File: src/rtl/lfm_period_meter_if.sv
// Sample stream in, period/sweep/lock status out, between a sample source and the meter.
// Latency: n/a (wiring only).
// Backpressure: none; din_valid qualifies each sample and there is no ready.
interface lfm_period_meter_if #(
  parameter int IN_WIDTH  = 16,
  parameter int CNT_WIDTH = 24
);
  logic [IN_WIDTH-1:0]  din;
  logic                 din_valid;
  logic [CNT_WIDTH-1:0] period;
  logic                 period_valid;
  logic                 sweep_up;
  logic                 sweep_down;
  logic [15:0]          cycles;
  logic                 locked;
  logic                 timeout;

  // Sample source: drives samples, observes measurements.
  modport master (
    output din, din_valid,
    input  period, period_valid, sweep_up, sweep_down, cycles, locked, timeout
  );

  // Meter: consumes samples, drives measurements.
  modport slave (
    input  din, din_valid,
    output period, period_valid, sweep_up, sweep_down, cycles, locked, timeout
  );
endinterface

File: src/rtl/lfm_period_meter.sv
// Measures sine/chirp period in samples via hysteretic rising mid-level crossings.
// Latency: 1 cycle from the crossing sample to period_valid / timeout.
// Backpressure: none; every din_valid sample is consumed, idle cycles freeze all state.
module lfm_period_meter #(
  parameter int IN_WIDTH    = 16,
  parameter int MID         = 32768,
  parameter int HYST        = 256,
  parameter int CNT_WIDTH   = 24,
  parameter int MAX_PERIOD  = 1000000,
  parameter int LOCK_CYCLES = 4
) (
  input  logic               clk,
  input  logic               rst_n,
  lfm_period_meter_if.slave  bus
);

  localparam logic [IN_WIDTH-1:0]  LO_TH = IN_WIDTH'(MID - HYST);
  localparam logic [IN_WIDTH-1:0]  HI_TH = IN_WIDTH'(MID + HYST);
  localparam logic [CNT_WIDTH-1:0] MAX_P = CNT_WIDTH'(MAX_PERIOD);
  localparam logic [15:0]          LOCK_N = 16'(LOCK_CYCLES);

  typedef enum logic [1:0] {IDLE, PRE, HI, LO} state_t;

  state_t               state_q, state_d;
  logic [CNT_WIDTH-1:0] cnt_q, cnt_d;
  logic [CNT_WIDTH-1:0] prev_q, prev_d;
  logic [CNT_WIDTH-1:0] period_q, period_d;
  logic                 pv_q, pv_d;
  logic                 up_q, up_d;
  logic                 down_q, down_d;
  logic [15:0]          cycles_q, cycles_d;
  logic                 locked_q, locked_d;
  logic                 to_q, to_d;

  logic                 is_low, is_high;
  logic [CNT_WIDTH-1:0] cnt_inc;

  assign is_low  = (bus.din <  LO_TH);
  assign is_high = (bus.din >= HI_TH);
  assign cnt_inc = cnt_q + 1'b1;

  // State and measurement registers.
  always_ff @(posedge clk or negedge rst_n) begin
    if (!rst_n) begin
      state_q  <= IDLE;
      cnt_q    <= '0;
      prev_q   <= '0;
      period_q <= '0;
      pv_q     <= 1'b0;
      up_q     <= 1'b0;
      down_q   <= 1'b0;
      cycles_q <= '0;
      locked_q <= 1'b0;
      to_q     <= 1'b0;
    end else begin
      state_q  <= state_d;
      cnt_q    <= cnt_d;
      prev_q   <= prev_d;
      period_q <= period_d;
      pv_q     <= pv_d;
      up_q     <= up_d;
      down_q   <= down_d;
      cycles_q <= cycles_d;
      locked_q <= locked_d;
      to_q     <= to_d;
    end
  end

  // Crossing FSM: next state, counter, period/sweep/lock updates, timeout.
  always_comb begin
    state_d  = state_q;
    cnt_d    = cnt_q;
    prev_d   = prev_q;
    period_d = period_q;
    pv_d     = 1'b0;
    up_d     = up_q;
    down_d   = down_q;
    cycles_d = cycles_q;
    locked_d = locked_q;
    to_d     = 1'b0;
    if (bus.din_valid) begin
      case (state_q)
        IDLE: if (is_low) state_d = PRE;
        PRE: begin
          // Reference crossing: starts counting, produces no period.
          if (is_high) begin
            state_d = HI;
            cnt_d   = '0;
          end
        end
        HI, LO: begin
          if (state_q == LO && is_high) begin
            // Rising crossing; the crossing sample closes the period, so it wins over timeout.
            state_d  = HI;
            cnt_d    = '0;
            period_d = cnt_inc;
            pv_d     = 1'b1;
            // prev_q == 0 marks the first period since IDLE: no direction yet.
            up_d     = (prev_q != '0) && (cnt_inc < prev_q);
            down_d   = (prev_q != '0) && (cnt_inc > prev_q);
            prev_d   = cnt_inc;
            if (cycles_q != 16'hFFFF) cycles_d = cycles_q + 16'd1;
            if (cycles_d >= LOCK_N) locked_d = 1'b1;
          end else if (cnt_inc == MAX_P) begin
            // Lost the signal: restart acquisition, keep the last reported period/flags.
            to_d     = 1'b1;
            state_d  = IDLE;
            cnt_d    = '0;
            cycles_d = '0;
            locked_d = 1'b0;
            prev_d   = '0;
          end else begin
            cnt_d = cnt_inc;
            if (state_q == HI && is_low) state_d = LO;
          end
        end
        default: state_d = IDLE;
      endcase
    end
  end

  assign bus.period       = period_q;
  assign bus.period_valid = pv_q;
  assign bus.sweep_up     = up_q;
  assign bus.sweep_down   = down_q;
  assign bus.cycles       = cycles_q;
  assign bus.locked       = locked_q;
  assign bus.timeout      = to_q;

endmodule

File: src/flat_wrapper.sv
// flat-port wrapper written by rule: the top's interface ports become plain ports
module lfm_period_meter_flat 
#(
  parameter int IN_WIDTH    = 16,
  parameter int MID         = 32768,
  parameter int HYST        = 256,
  parameter int CNT_WIDTH   = 24,
  parameter int MAX_PERIOD  = 1000000,
  parameter int LOCK_CYCLES = 4
)
  (clk, rst_n, bus_din, bus_din_valid, bus_period, bus_period_valid, bus_sweep_up, bus_sweep_down, bus_cycles, bus_locked, bus_timeout);
  lfm_period_meter_if #(.IN_WIDTH(IN_WIDTH), .CNT_WIDTH(CNT_WIDTH)) bus_i ();
  input  logic clk;
  input  logic rst_n;
  input wire logic [$bits(bus_i.din)-1:0] bus_din;
  input wire logic [$bits(bus_i.din_valid)-1:0] bus_din_valid;
  output wire logic [$bits(bus_i.period)-1:0] bus_period;
  output wire logic [$bits(bus_i.period_valid)-1:0] bus_period_valid;
  output wire logic [$bits(bus_i.sweep_up)-1:0] bus_sweep_up;
  output wire logic [$bits(bus_i.sweep_down)-1:0] bus_sweep_down;
  output wire logic [$bits(bus_i.cycles)-1:0] bus_cycles;
  output wire logic [$bits(bus_i.locked)-1:0] bus_locked;
  output wire logic [$bits(bus_i.timeout)-1:0] bus_timeout;
  assign bus_i.din = bus_din;
  assign bus_i.din_valid = bus_din_valid;
  assign bus_period = bus_i.period;
  assign bus_period_valid = bus_i.period_valid;
  assign bus_sweep_up = bus_i.sweep_up;
  assign bus_sweep_down = bus_i.sweep_down;
  assign bus_cycles = bus_i.cycles;
  assign bus_locked = bus_i.locked;
  assign bus_timeout = bus_i.timeout;
  lfm_period_meter #(.IN_WIDTH(IN_WIDTH), .MID(MID), .HYST(HYST), .CNT_WIDTH(CNT_WIDTH), .MAX_PERIOD(MAX_PERIOD), .LOCK_CYCLES(LOCK_CYCLES)) u_core (.clk(clk), .rst_n(rst_n), .bus(bus_i));
endmodule
File: config.mk
export PLATFORM = sky130hd
export DESIGN_NAME = lfm_period_meter_flat
export DESIGN_NICKNAME = d
export VERILOG_FILES = /design/src/rtl/lfm_period_meter_if.sv /design/src/rtl/lfm_period_meter.sv /design/src/flat_wrapper.sv
export SDC_FILE = /design/constraint.sdc
export NUM_CORES = 1
export LEC_CHECK = 0
export CAP_MARGIN = 20
export CORE_ASPECT_RATIO = 0.6
export CORE_MARGIN = 1.5
export CORE_UTILIZATION = 62
export CTS_CLUSTER_SIZE = 12
export DETAILED_ROUTE_END_ITERATION = 16
export PLACE_DENSITY_LB_ADDON = 0.05
export SKIP_CTS_REPAIR_TIMING = 1
export SYNTH_ARGS = -nofsm -noshare
export SYNTH_HDL_FRONTEND = slang
export SYNTH_SLANG_ARGS = --single-unit
export TNS_END_PERCENT = 100
File: constraint.sdc
create_clock -name clk -period 9 [get_ports clk]
set_clock_uncertainty 0.2 [all_clocks]
set_input_delay 0.9 -clock clk [delete_from_list [all_inputs] [get_ports clk]]
set_output_delay 0.9 -clock clk [all_outputs]
set_load 0.02 [all_outputs]
==> summary.log <==
qor: status.outcome complete, no violations
qor: timing.final.setup.worst_slack 4.883 ns
qor: global_route.globalRoute.totalOverflow 0
qor: logic_synthesis.synth_seq_area_share 40.06%
qor: cts.cts_root_buffer sky130_fd_sc_hd__clkbuf_16
qor: routing.dr_total_vias 5491
qor: setup_path.kind_of_end_point_of_the_critical_path flop
qor: floorplan.floorplan.initialDensity 64.35%
qor: timing.totalNegativeSetupSlack 0 ns
qor: place.globalplace.congestion 0.9756
qor: routing.detail_route.vias_per_cell 6.568
qor: setup_path.crit_path_end u_core.cnt_q[17]
qor: routing.totalWireLength 16380 µm
qor: global_route.grt_first_pass_wirelength 26660 µm
qor: logic_synthesis.synth.avg_cell_area 8.911 µm²
qor: setup_path.cp-start-kind flop
qor: timing.max_slew_margin 42.52%
qor: timing.timing.final.setup_violations 0
qor: floorplan.row_count 27
qor: timing.slew_viol_final 0
qor: floorplan.die_w 129.3 µm
qor: global_route.grt_antenna_before_repair 1
qor: setup_path.worstPathMaxFanout 12
qor: power.power.density 203.9 mW/mm²
qor: timing.finalHoldWorstSlack 0.2758 ns
qor: place.place_ws 4.889 ns
qor: logic_synthesis.synthesis.instances 666
qor: setup_path.r2r_setup_slack 4.88 ns
qor: routing.drt-pass1-iter-count 5
qor: logic_synthesis.yosys_register_bits 95
qor: timing.period_minus_slack 4.117 ns
qor: cells_and_area.n_fill_cell 701
qor: timing.rsz_0062_raised_after_global_routing no
qor: place.numPortBuffers 55
qor: global_route.global_route.usage.total 34.06%
qor: logic_synthesis.yosys_warns 0
qor: setup_path.rr_startpoint u_core.cnt_q[0]
qor: floorplan.design.portCount 64
qor: global_route.grt_pass1_vias 5139
qor: run.cap_viol_max_count 0
qor: cts.cts.clk_slew.worst_paths 0.07 ns
qor: logic_synthesis.mappedNetlistNets 710
qor: cts.cts_bufs_inserted 9
qor: power.worst_ir_drop_vdd 0.1321 mV
qor: global_route.grt_start_max_net_pins 67
qor: cells_and_area.areaGrowthSynthToFinish 15.22%
qor: routing.remaining_drc_errors 0
qor: cells_and_area.finalNetCount 745
qor: logic_synthesis.netlist_area 0.005934 mm²
qor: cts.cts-htree-levels 3
qor: place.dpl.hpwl 11720 µm
qor: timing.hold_violations 0
qor: setup_path.critical_path_class reg2reg
qor: logic_synthesis.async_reset_ff_share 100.0%
qor: floorplan.floorplan.die.height 78.78 µm
qor: logic_synthesis.dominantRegCellSynth sky130_fd_sc_hd__dfrtp_1
qor: setup_path.critical_path.reg2reg.endpoint u_core.cnt_q[17]
qor: cells_and_area.finalCoreUtilization 74.14%
qor: floorplan.fp.dieArea 0.01019 mm²
qor: cts.cts_tree built
qor: min_path.min_path_type in2async
qor: cells_and_area.insertedDiodeCount 0
qor: timing.max_freq 0.2429 GHz
qor: routing.average_wire_per_standard_cell 19.59 µm
qor: logic_synthesis.synth_cell_types 74
qor: power.leakage 0.002974 µW
qor: setup_path.timing.critical_path.arrival 4.15 ns
qor: timing.worstMarginPinSlew 0.8502 ns
qor: routing.post_detailed_route_count_of_antenna_violating_nets 0
qor: setup_path.setup.worst_path.start u_core.cnt_q[0]
qor: cts.cts_buffer_depth 2
qor: setup_path.worstPathRequired 9.03 ns
qor: cells_and_area.layout-drive-gt1-share 7.790%
qor: setup_path.worstRegToRegCells 8
qor: floorplan.coreArea 0.009223 mm²
qor: timing.layout_worst_path_cycle_share 45.75%
qor: cts.clk_latency 0.34 ns
qor: routing.iteration_0_drc_count_of_the_detailed_router 553
qor: cts.numClockSinks 95
qor: logic_synthesis.number_of_flops_mapped_to_enable_cells_by_yosys 0
[worst min path at each step]
stage / cells after the start / slack [ns] / to
after global placement: 2 / 0.26 / u_core.bus.period[14]
final: 1 / 0.28 / u_core.bus.period[10]
after floorplan: 1 / 0.30 / u_core.cnt_q[17]
after detailed placement: 2 / 0.26 / u_core.bus.period[20]
after global routing: 2 / 0.29 / u_core.bus.period[11]
after CTS: 1 / 0.28 / u_core.bus.period[10]
[state kept, by name, summed over array words and instances, names as in the netlist]
register / cells
u_core.state_q: 2
u_core.bus.period: 24
u_core.bus.sweep_up: 1
u_core.bus.locked: 1
u_core.bus.period_valid: 1
u_core.bus.cycles: 16
u_core.cnt_q: 24
u_core.bus.timeout: 1
u_core.bus.sweep_down: 1
u_core.prev_q: 24
[critical path, cell delays in order (launching register included)]
cell and delay [ns]:
sky130_fd_sc_hd__dfrtp_1 0.49, sky130_fd_sc_hd__ha_1 0.31, sky130_fd_sc_hd__nand4_2 0.26, sky130_fd_sc_hd__nor4_2 0.33
sky130_fd_sc_hd__xor2_1 0.47, sky130_fd_sc_hd__nor4b_4 0.37, sky130_fd_sc_hd__nand4_1 0.60, sky130_fd_sc_hd__or2_0 0.63
sky130_fd_sc_hd__a32o_1 0.35
[where the power goes]
part	internal [µW]	switching, µW
clock	260	164
sequential	479	78.4
combinational	176	238
total	915	480
[layout by cell type (no fill, tap or decap), types with 5 or more instances in the layout]
| cell type | netlist | final |
|---|---|---|
| sky130_fd_sc_hd__nor2b_1 | 5 | 5 |
| sky130_fd_sc_hd__o31ai_2 | 10 | 10 |
| sky130_fd_sc_hd__buf_4 | 4 | 7 |
| sky130_fd_sc_hd__a21oi_1 | 31 | 31 |
| sky130_fd_sc_hd__xor2_1 | 8 | 8 |
| sky130_fd_sc_hd__a31oi_1 | 9 | 9 |
| sky130_fd_sc_hd__and3_1 | 7 | 7 |
| sky130_fd_sc_hd__xnor2_1 | 12 | 12 |
| sky130_fd_sc_hd__or3_1 | 7 | 7 |
| sky130_fd_sc_hd__clkbuf_16 | 0 | 9 |
| sky130_fd_sc_hd__ha_1 | 25 | 25 |
| sky130_fd_sc_hd__nor2_1 | 28 | 28 |
| sky130_fd_sc_hd__and4_1 | 6 | 6 |
| sky130_fd_sc_hd__a21o_1 | 8 | 8 |
| sky130_fd_sc_hd__inv_1 | 38 | 38 |
| sky130_fd_sc_hd__a211oi_1 | 7 | 7 |
| sky130_fd_sc_hd__nand3_1 | 17 | 17 |
| sky130_fd_sc_hd__o21ai_0 | 32 | 32 |
| sky130_fd_sc_hd__dfrtp_1 | 95 | 95 |
| sky130_fd_sc_hd__clkdlybuf4s50_1 | 0 | 54 |
| sky130_fd_sc_hd__nor4_1 | 19 | 19 |
| sky130_fd_sc_hd__nor3_1 | 9 | 9 |
| sky130_fd_sc_hd__nand4_1 | 18 | 18 |
| sky130_fd_sc_hd__o211ai_1 | 8 | 8 |
| sky130_fd_sc_hd__nand2_1 | 120 | 120 |
| sky130_fd_sc_hd__o31ai_1 | 26 | 26 |
| sky130_fd_sc_hd__a22o_1 | 6 | 6 |
| sky130_fd_sc_hd__a32o_1 | 6 | 6 |
| sky130_fd_sc_hd__or4_1 | 6 | 6 |
[cell families (layout without fill, tap and decap cells)]
| kind of cell | Yosys count | count (layout) | synth area share (%) |
|---|---|---|---|
| buffers and inverters | 76 | 116 | 5.587 |
| multiplexers | 2 | 2 | 0.3374 |
| AND/OR/NAND/NOR | 274 | 274 | 24.82 |
| flip-flops | 95 | 95 | 40.06 |
| XOR/XNOR | 20 | 20 | 2.952 |
| adder cells (fa/ha/maj) | 25 | 25 | 5.271 |
| AO/OA/AOI/OAI | 174 | 174 | 20.98 |
[per-stage QoR]
step / total power, µW / cells / instance area [µm²]
4_1_cts: 1395 / 836 / 6838
2_1_floorplan: 809.7 / 666 / 5934
3_5_place_dp: 969.5 / 820 / 6505
6_report: 1395 / 836 / 6838
3_3_place_gp: 954.7 / 820 / 6505
5_1_grt: 1462 / 836 / 6838
[synth_stat cells (all sizes together), types with 3 or more instances]
| cell type | n | area [µm²] |
|---|---|---|
| nand2 | 120 | 450.4 |
| dfrtp | 95 | 2377 |
| inv | 39 | 146.4 |
| o31ai | 36 | 320.3 |
| o21ai | 33 | 165.2 |
| a21oi | 31 | 155.2 |
| nor2 | 30 | 122.6 |
| ha | 25 | 312.8 |
| nor4 | 24 | 190.2 |
| nand4 | 23 | 183.9 |
| clkbuf | 19 | 72.56 |
| nand3 | 19 | 112.6 |
| buf | 18 | 112.6 |
| xnor2 | 12 | 105.1 |
| a31oi | 10 | 77.57 |
| nor3 | 10 | 61.31 |
| a21o | 8 | 60.06 |
| o211ai | 8 | 60.06 |
| xor2 | 8 | 70.07 |
| a211oi | 7 | 52.55 |
| and3 | 7 | 43.79 |
| or3 | 7 | 43.79 |
| a22o | 6 | 52.55 |
| a32o | 6 | 60.06 |
| and4 | 6 | 52.55 |
| or4 | 6 | 45.04 |
| nor2b | 5 | 31.28 |
| or2 | 5 | 31.28 |
| o21a | 4 | 30.03 |
| and2 | 3 | 18.77 |
| nand2b | 3 | 18.77 |
| o22ai | 3 | 18.77 |
| o41ai | 3 | 26.28 |
[final cells by class]
type | instances | area [µm²] | share of cell area, %
inverters | 39 | 146.4 | 2.141
clock buffers | 12 | 256.5 | 3.751
flip-flops and latches | 95 | 2377 | 34.77
multi-input cells | 495 | 3226 | 47.17
well taps | 130 | 162.7 | 2.379
clock inverters | 4 | 76.32 | 1.116
repair buffers | 61 | 593.1 | 8.673
[layer usage]
layer / vias to the layer above / track usage [%] / routed length [µm]
li1: 2520 / - / -
met1: 2692 / 48.73 / 7247
met2: 257 / 49.52 / 7078
met3: 20 / 11.79 / 1907
met4: 2 / 8.090 / 137
met5: - / 0 / 9
Power figures use the tool's default switching activity.
